[src/rtl/instr_register_loader.sv]
// instr_register_loader
//   Buffers instruction requests in a small FIFO and issues at most one
//   write per cycle to the instr_register load port. The write address comes
//   either from an internal auto-incrementing pointer or from the request.
//   The loader also tracks which register locations have been written and
//   discards entries that carry an illegal opcode.
//
// Ports
//   clk, reset_n        : clock, synchronous active-low reset
//   in_valid/in_ready   : request handshake (push when both high)
//   in_opcode           : 4-bit opcode, 0..7 legal
//   in_operand_a/b      : 32-bit signed operands
//   in_addr             : explicit write address
//   in_addr_mode        : 0 = auto pointer, 1 = in_addr
//   hold                : stall issue (accept side unaffected)
//   clear               : synchronous soft clear, same effect as reset
//   load_en             : write strobe to instr_register
//   write_pointer       : registered write address
//   opcode, operand_a/b : registered data to the register
//   written_mask        : bit i set once location i has been written
//   wrapped             : sticky, auto pointer wrapped 31 -> 0
//   drop_count          : saturating count of discarded illegal entries
//   fifo_count          : current FIFO occupancy
module instr_register_loader #(
  parameter int DEPTH    = 4,
  parameter int NUM_REGS = 32
) (
  input  logic                     clk,
  input  logic                     reset_n,
  input  logic                     in_valid,
  output logic                     in_ready,
  input  logic [3:0]               in_opcode,
  input  logic [31:0]              in_operand_a,
  input  logic [31:0]              in_operand_b,
  input  logic [4:0]               in_addr,
  input  logic                     in_addr_mode,
  input  logic                     hold,
  input  logic                     clear,
  output logic                     load_en,
  output logic [4:0]               write_pointer,
  output logic [3:0]               opcode,
  output logic [31:0]              operand_a,
  output logic [31:0]              operand_b,
  output logic [NUM_REGS-1:0]      written_mask,
  output logic                     wrapped,
  output logic [7:0]               drop_count,
  output logic [$clog2(DEPTH):0]   fifo_count
);

  localparam int AW = $clog2(DEPTH);
  localparam int EW = 1 + 5 + 4 + 32 + 32;

  typedef enum logic {IDLE, ISSUE} state_t;

  state_t           state_reg, state_next;
  logic [EW-1:0]    fifo_mem [DEPTH];
  logic [AW-1:0]    rd_ptr_reg, wr_ptr_reg;
  logic [AW:0]      count_reg;
  logic [4:0]       auto_ptr_reg;

  logic             push, pop, issue, head_legal;
  logic             head_mode;
  logic [4:0]       head_addr;
  logic [3:0]       head_opcode;
  logic [31:0]      head_a, head_b;
  logic [4:0]       issue_addr;

  // Ready depends only on registered occupancy, never on a same-cycle pop.
  assign in_ready   = (count_reg != (AW+1)'(DEPTH));
  assign fifo_count = count_reg;

  assign push = in_valid && in_ready;
  assign pop  = (count_reg != '0) && !hold;

  assign {head_mode, head_addr, head_opcode, head_a, head_b} = fifo_mem[rd_ptr_reg];

  // Opcodes 8..15 have the top bit set; such entries are popped but dropped.
  assign head_legal = !head_opcode[3];
  assign issue      = pop && head_legal;
  assign issue_addr = head_mode ? head_addr : auto_ptr_reg;

  // FIFO storage: no reset needed, pointers define what is valid.
  always_ff @(posedge clk) begin
    if (push) begin
      fifo_mem[wr_ptr_reg] <= {in_addr_mode, in_addr, in_opcode, in_operand_a, in_operand_b};
    end
  end

  // Issue FSM: ISSUE lasts exactly one cycle per legal pop.
  always_comb begin
    state_next = IDLE;
    if (issue) begin
      state_next = ISSUE;
    end
  end

  assign load_en = (state_reg == ISSUE);

  always_ff @(posedge clk) begin
    if (!reset_n || clear) begin
      state_reg     <= IDLE;
      rd_ptr_reg    <= '0;
      wr_ptr_reg    <= '0;
      count_reg     <= '0;
      auto_ptr_reg  <= '0;
      write_pointer <= '0;
      opcode        <= '0;
      operand_a     <= '0;
      operand_b     <= '0;
      written_mask  <= '0;
      wrapped       <= 1'b0;
      drop_count    <= '0;
    end else begin
      state_reg <= state_next;

      if (push) begin
        wr_ptr_reg <= wr_ptr_reg + 1'b1;
      end
      if (pop) begin
        rd_ptr_reg <= rd_ptr_reg + 1'b1;
      end

      unique case ({push, pop})
        2'b10:   count_reg <= count_reg + 1'b1;
        2'b01:   count_reg <= count_reg - 1'b1;
        default: count_reg <= count_reg;
      endcase

      // Mask and wrap flag update on the same edge that raises load_en.
      if (issue) begin
        write_pointer            <= issue_addr;
        opcode                   <= head_opcode;
        operand_a                <= head_a;
        operand_b                <= head_b;
        written_mask[issue_addr] <= 1'b1;
        if (!head_mode) begin
          auto_ptr_reg <= auto_ptr_reg + 1'b1;
          if (auto_ptr_reg == 5'd31) begin
            wrapped <= 1'b1;
          end
        end
      end

      if (pop && !head_legal && drop_count != 8'hFF) begin
        drop_count <= drop_count + 1'b1;
      end
    end
  end

endmodule

[config.mk]
export PLATFORM = sky130hd
export DESIGN_NAME = instr_register_loader
export DESIGN_NICKNAME = d
export VERILOG_FILES = /design/src/rtl/instr_register_loader.sv
export SDC_FILE = /design/constraint.sdc
export NUM_CORES = 1
export LEC_CHECK = 0
export CORE_MARGIN = 5
export CORE_UTILIZATION = 46
export CTS_BUF_LIST = sky130_fd_sc_hd__clkbuf_8
export CTS_CLUSTER_DIAMETER = 150
export DETAILED_ROUTE_END_ITERATION = 16
export GPL_TIMING_DRIVEN = 0
export PLACE_DENSITY = 0.68
export SYNTH_ARGS = -nofsm -noshare
export SYNTH_HDL_FRONTEND = slang
export SYNTH_SLANG_ARGS = --single-unit
[constraint.sdc]
create_clock -name clk -period 7.4 [get_ports clk]
set_input_delay 1.11 -clock clk [delete_from_list [all_inputs] [get_ports clk]]
set_output_delay 1.11 -clock clk [all_outputs]
set_load 0.05 [all_outputs]
Word-level counts from Yosys, hierarchy flattened
Memory sizes are Yosys's and may differ from the RTL's. A register that Yosys moved wholly into a read port is not among the register bits. Index checks and enable logic that the tools add are counted.

Bitwise gates (word level): 2. $mul: 0. Eq/ne operators: 5. Multiplexer cells: 9. Shifts and indexed selects: 0. Add/sub/neg operators: 6. Magnitude comparators: 2. Div/mod/pow operators: 0. Reduce and logical (&&, ||, !) cells: 14.

Operator list (count): $or 32x32->32 (1); $add 8x1->8 const B (1); $ne 8x8->1 const B (1); $logic_and 1x1->1 (6); $lt 5x6->1 const B (1); $pmux 3 s2 (1); $add 5x1->5 const B (1); $demux 1 s5 (1); $eq 5x5->1 const B (1); $ge 5x1->1 const B (1); $mux 5 (1); $add 2x1->2 const B (2); $mux 1 (4); $mux 2 (2); $add 3x1->3 const B (1); $logic_not 1->1 (3); $ne 3x3->1 const B (1); $reduce_and 3->1 (1); $reduce_bool 3->1 (1); $sub 3x1->3 const B (1); $eq 2x1->1 const B (1); $eq 2x2->1 const B (1); $reduce_and 2->1 (1); $reduce_bool 2->1 (1); 2 further kinds (2).

Word-level logic and storage cells: 51. Memory bits (read-only): 0. Bits in latches: 0. Memories kept: 1. Input bits: 79. Output and inout bits: 119. RAM bits: 296. Register bits: 127.

Memory list: fifo_mem (words 4, width 74, rd ports 1, clocked after memory_dff 1, write ports 1, RTL line 56) `logic [EW-1:0] fifo_mem [DEPTH];`.

Longest topological paths before layout
Gate-level depths: netlist of run 1.

Word-level depth: 6. Gate-level depth with buffers: 9.

Worst setup path after synthesis of run 1
Ideal clock, no wire load.

Kind: reg2reg. Start: reg count_reg[0] (netlist: fifo_count[0]). End: mem fifo_mem[0][0] in the netlist's numbering (enable). Path buffers: 0. Data required time: 6959 ps. Arrival: 3106 ps. Cell stages (with the launch flop): 3. Library setup time: 441 ps. Path slack: 3853 ps. Cell sequence: dfxtp_1 or3b_1 and3_1.

Word-level cells in the longest chain between the ends: 4.

Ends and longest elaborated chain: start, declared (RTL line 58) `logic [AW:0] count_reg;`; start signal, assigned (RTL line 124) `2'b10: count_reg <= count_reg + 1'b1;`; start signal, assigned (RTL line 125) `2'b01: count_reg <= count_reg - 1'b1;`; start signal, assigned (RTL line 126) `default: count_reg <= count_reg;`; $ne 3x3->1 (RTL line 69) `assign in_ready = (count_reg != (AW+1)'(DEPTH));`; named net in_ready (RTL line 31) `output logic in_ready,`; $logic_and 1x1->1 (RTL line 72) `assign push = in_valid && in_ready;`; $mux 1 (RTL line 84) `if (push) begin`; $mux 1 (not written as such) (RTL line 85) `fifo_mem[wr_ptr_reg] <= {in_addr_mode, in_addr, in_opcode, in_operand_a, in_operand_b};`; end, declared (RTL line 56).

The timed path passes the listed nets, and every way through them passes these cells.

Final worst setup path of run 1
Start: reg count_reg[2] (netlist: fifo_count[2]). End: out in_ready.

Word-level cells in the longest chain between the ends: 1.

Ends and longest elaborated chain (RTL line): $ne 3x3->1 (69); end, declared (31).

Every way passes these cells.

==> results.yml, run 1 <==
timing:
  period_needed_ns: 3.347
  final_hold_viol_count: 0
  slew_violations: 0
  rsz0062_at_grt: "no"
  whs_ns: 0.4508
  relSlewSlack_pct: 38.88
  timing.final.setup_violations: 0
  fin_worst_skew_ns: 0.03175
  fmax_mhz: 298.8
  worst_pin_slew_ns: 0.9168
  setup_tns_ns: 0
  worst_slack_ns: 4.053
  period_share_pct: 45.23
pwr:
  finalPower_mw: 4.758
  vdd_ir_drop_max_mv: 0.1523
  p_per_area_mw_per_mm2: 244.5
  p_leak_nw: 6.227
clock_network:
  cts.sinks: 425
  post-cts-setup-buffers: 0
  root_buffer: "clkbuf_8"
  cts_tree: "yes"
  cts_resized: 0
  cts_buffers: 69
  htreeDepth: 3
  hold_buffers: 0
  clockBufferDepth: 3
  clk_latency_ns: 0.60
  clk_pin_slew_worst_paths_ns: 0.05
job:
  cap_violations: 0
place:
  place_inst: 1618
  post-place-ws_ns: 3.606
  dp_hpwl_um: 21530
  place_area_sq_mm: 0.01813
  io_buffers: 197
  place.gp.congestion: 0.8110
grt:
  antenna_found_initial: 4
  overflow: 0
  grt_pass1_wl_um: 52830
  track_usage_pct: 17.98
  grt_max_degree: 53
  grt_pass1_vias: 9251
worst_setup_path:
  crit_chain: "or3b_1, clkdlybuf4s50_1"
  slowest_stage: "clkdlybuf4s50_1"
  cp.required_ns: 6.29
  crit_path_end_kind: "output port"
  cp.arrival_ns: 2.24
  cp_slowest_stage_delay_ns: 0.75
  worstPathMaxFanout: 6
  startpoint_type: "flop"
  crit_type: "reg -> out"
yosys:
  syn_inst: 969
  async_reset_ff_share_pct: 0
  synth.avg_cell_area_sq_um: 15.96
  synth_fp_nets: 1057
  synthTopCellsByCount: "296 x edfxtp_1, 176 x nand2_1, 129 x dfxtp_1"
  synth_top_area_share_pct: 57.48
  synth_top_cells_by_area: "edfxtp_1 57%, dfxtp_1 17%, mux4_2 11%"
  ys_types: 37
  synth_top_cell_by_area: "edfxtp_1"
  ys_ff_latch: 425
  synthFlopType: "edfxtp_1"
  synth_area_sq_mm: 0.01546
  ys_seq_area_share_pct: 74.18
  yosysWarnings: 0
  synth-edff-count: 296
  synth.most_common_cell: "edfxtp_1"
final_layout:
  drive_gt1_share_pct: 14.80
  n_antenna_cell: 0
  area_growth_syn_to_layout_pct: 25.87
  final_util_pct: 58.34
  top_register: "fifo_mem"
  largest_reg_flops: 296
  finalNonFillerCells: 1745
  fillers: 2664
  nNetsFinal: 1329
  fin_area_sq_mm: 0.01946
  ff_latch_area_sq_mm: 0.01147
  multiInputGateArea_sq_mm: 0.003769
status:
  status: "completed"
detailed_routing:
  drtIter0Drc: 480
  drc: 0
  totalWireLength_um: 33750
  drtPass1Iterations: 4
  wl_met2_um: 16530
  wl_met1_um: 14400
  wire_per_inst_um: 19.34
  vias_per_cell: 5.159
  wl_met3_um: 2237
  drtAntennaViolNets: 0
  top_layer: "met5"
  via_count: 9003
hold_path:
  holdCritPathClass: "reg -> reg"
floorplan:
  pin_count: 198
  start_util_pct: 46.35
  die_h_um: 193.3
  core_area_sq_mm: 0.03336
  fp.dieW_um: 193.3
  num_rows: 67
  dieArea_sq_mm: 0.03738
area by class of cell:
cell class	count	area share, %
plain buffers	50	1.061
multi-input cells	484	19.36
repair buffers	201	10.70
inverters	10	0.1929
well taps	448	2.880
clock inverters	44	1.003
clock buffers	83	5.869
flip-flops and latches	425	58.94
kinds of logic (layout without fill, tap and decap cells):
family	after synthesis	in the layout	synth area share, %
muxes	85	85	11.50
xor gates and xnor gates	6	6	0.3399
and+or+nand+nor	247	247	6.966
buffers and inverters	60	388	1.578
DFF	425	425	74.18
AOI/OAI and AO/OA	137	137	4.661
adders and majority gates	9	9	0.7768
cells in the final DEF, fill, tap and decap left out, drive strengths merged, types with 7 or more instances in the layout:
cell,synthesis,routed
or3,7,7
and3,8,8
inv,10,35
clkinv,0,15
nand2,176,176
o211ai,8,8
edfxtp,296,296
buf,14,18
mux4,74,74
mux2i,10,10
clkdlybuf4s50,0,197
nor2,20,20
dfxtp,129,129
clkbuf,36,119
ha,8,8
o21ai,44,44
a21oi,79,79
path summary, 6_finish.rpt:
kind	cells past startpoint	start	slack (ns)	endpoint
worst max-delay path	2	fifo_count[2]	4.05	in_ready
worst min-delay path	2	written_mask[26]	0.45	written_mask[26]
worst max register to register	7	fifo_count[2]	4.48	operand_a[19]
worst min register to register	2	written_mask[26]	0.45	written_mask[26]
layer usage:
metal  GRT usage, %  vias up
li1               -     4228
met1          23.44     4472
met2          29.56      249
met3          5.357       46
met4          5.271        8
met5              0        -
critical path, delay by kind of cell, from the launching register on:
| kind | cells | cell delay (ns) |
|---|---|---|
| buf+inv | 1 | 0.75 |
| flops | 1 | 0.43 |
| simple gates | 1 | 0.48 |
where the power goes:
| group | switching (mW) | total (mW) | internal, mW |
|---|---|---|---|
| clock | 0.900 | 1.92 | 1.02 |
| sequential | 0.0127 | 2.61 | 2.59 |
| combinational | 0.129 | 0.231 | 0.102 |
No activity file was read; power rests on OpenSTA's default activity.
==> run 2, diff against run 1 <==
- clock period: 7.4 -> 3.4 ns (I/O delays scaled with it)
==> results.yml, run 2 (synthesized netlist as in run 1, its figures left out) <==
worst_setup_path:
  crit_type: "reg -> reg"
  cp.arrival_ns: 3.45
  startpoint_type: "flop"
  cp_num_buf_inv: 3
  cp.required_ns: 3.90
  cp_slowest_stage_delay_ns: 0.56
  crit_chain: "nor3_1, or3_1, clkbuf_1, clkbuf_1, clkbuf_1, nand2_1, a21oi_1"
  worstPathMaxFanout: 10
  crit_family: "buffers and inverters"
  crit_top_cell: "clkbuf_1"
  crit_path_end_kind: "flop"
  slowest_stage: "clkbuf_1"
timing:
  setup_tns_ns: 0
  worst_pin_slew_ns: 0.9939
  rsz0062_at_grt: "no"
  timing.final.setup_violations: 0
  fin_worst_skew_ns: 0.03780
  fmax_mhz: 338.8
  relSlewSlack_pct: 33.04
  slew_violations: 0
  final_hold_viol_count: 0
  worst_slack_ns: 0.4486
  period_needed_ns: 2.951
  period_share_pct: 86.81
detailed_routing:
  vias_per_cell: 5.124
  drtIter0Drc: 435
  via_count: 8952
  drtPass1Iterations: 5
  totalWireLength_um: 33550
  drtAntennaViolNets: 0
  drc: 0
  wire_per_inst_um: 19.20
pwr:
  finalPower_mw: 10.48
  switching_share_pct: 22.12
  p_per_area_mw_per_mm2: 537.1
  p_int_mw: 8.160
  p_switching_mw: 2.318
  vdd_ir_drop_max_mv: 0.3616
  clkPwrFrac_pct: 41.1
  power_frac_seq_pct: 54.1
  combPwrFrac_pct: 4.8
  p_leak_nw: 6.273
place:
  dp_hpwl_um: 21660
  place.gp.congestion: 0.7879
  place_area_sq_mm: 0.01813
  place_inst: 1618
  post-place-ws_ns: 0.1597
  io_buffers: 197
clock_network:
  hold_buffers: 0
  post-cts-setup-buffers: 0
  htreeDepth: 3
  root_buffer: "clkbuf_8"
  cts_tree: "yes"
  cts_resized: 0
  clk_pin_slew_worst_paths_ns: 0.06
  cts_buffers: 70
  clockBufferDepth: 3
  cts.sinks: 425
  clk_latency_ns: 0.59
floorplan:
  core_area_sq_mm: 0.03336
  num_rows: 67
  pin_count: 198
  dieArea_sq_mm: 0.03738
  die_h_um: 193.3
  fp.dieW_um: 193.3
  start_util_pct: 46.35
grt:
  grt_pass1_wl_um: 53000
  track_usage_pct: 17.84
  antenna_found_initial: 2
  overflow: 0
  grt_pass1_vias: 9367
  grt_max_degree: 51
final_layout:
  layout_commonest_cell: "edfxtp_1"
  top_register: "fifo_mem"
  ff_latch_area_sq_mm: 0.01147
  drive_gt1_share_pct: 14.56
  area_growth_syn_to_layout_pct: 26.16
  largest_reg_flops: 296
  finalNonFillerCells: 1747
  layout_common_cells: "296 x edfxtp_1, 197 x clkdlybuf4s50_1, 176 x nand2_1"
  nNetsFinal: 1330
  fin_area_sq_mm: 0.01951
  multiInputGateArea_sq_mm: 0.003769
  fillers: 2681
status:
  status: "completed"
hold_path:
  holdCritPathClass: "reg -> reg"
job:
  cap_violations: 0
-- run 2: changes by cell type in the layout (fill, tap and decap cells not counted), sizes merged --
cell      change
bufinv        +2
clkbuf        -5
clkinv        +1
clkinvlp      -4
diode         +1
inv           +7
-- run 2: power by group through the flow --
stage               Sequential [mW]  Clock (mW)  Combinational [mW]
finish                         5.67        4.30               0.503
global route                   5.68        4.70               0.547
CTS                            5.67        4.45               0.513
detailed placement             5.78           0               0.511
global placement               5.78           0               0.490
floorplan                      5.81           0               0.233
-- run 2: worst reg2reg max path: stages, from the launching register on --
cell,delay [ns]
dfxtp_1,0.35
nor3_1,0.48
or3_1,0.19
clkbuf_1,0.56
clkbuf_1,0.49
clkbuf_1,0.52
nand2_1,0.11
a21oi_1,0.18
-- run 2: worst paths after layout --
check	from	end	slack, ns	cells past startpoint
setup / recovery	fifo_count[2]	operand_a[22]	0.45	7
hold / removal	written_mask[26]	written_mask[26]	0.45	2
setup reg to reg	fifo_count[2]	operand_a[22]	0.45	7
hold reg to reg	written_mask[26]	written_mask[26]	0.45	2
-- run 2: final cells by class --
class                   count  area share, %
repair buffers            201          10.67
flip-flops and latches    425          58.80
diodes                      1        0.01283
plain buffers              50          1.058
clock buffers              78          5.503
well taps                 448          2.873
inverters                  10         0.1924
clock inverters            50          1.571
multi-input cells         484          19.32
-- run 2: stage by stage --
step	hold WS [ns]	utilization, %
after floorplan	0.4692	-
after global placement	0.4356	53.95
after detailed placement	0.4423	54.33
after CTS	0.4540	58.46
after global routing	0.4642	58.46
final	0.4516	58.47
-- run 2: metal layers --
metal | global-route usage, % | wire length [um]
met1 | 22.84 | 13950
met3 | 4.957 | 2198
met5 | 0 | 34
met2 | 30.03 | 16780
met4 | 5.271 | 589
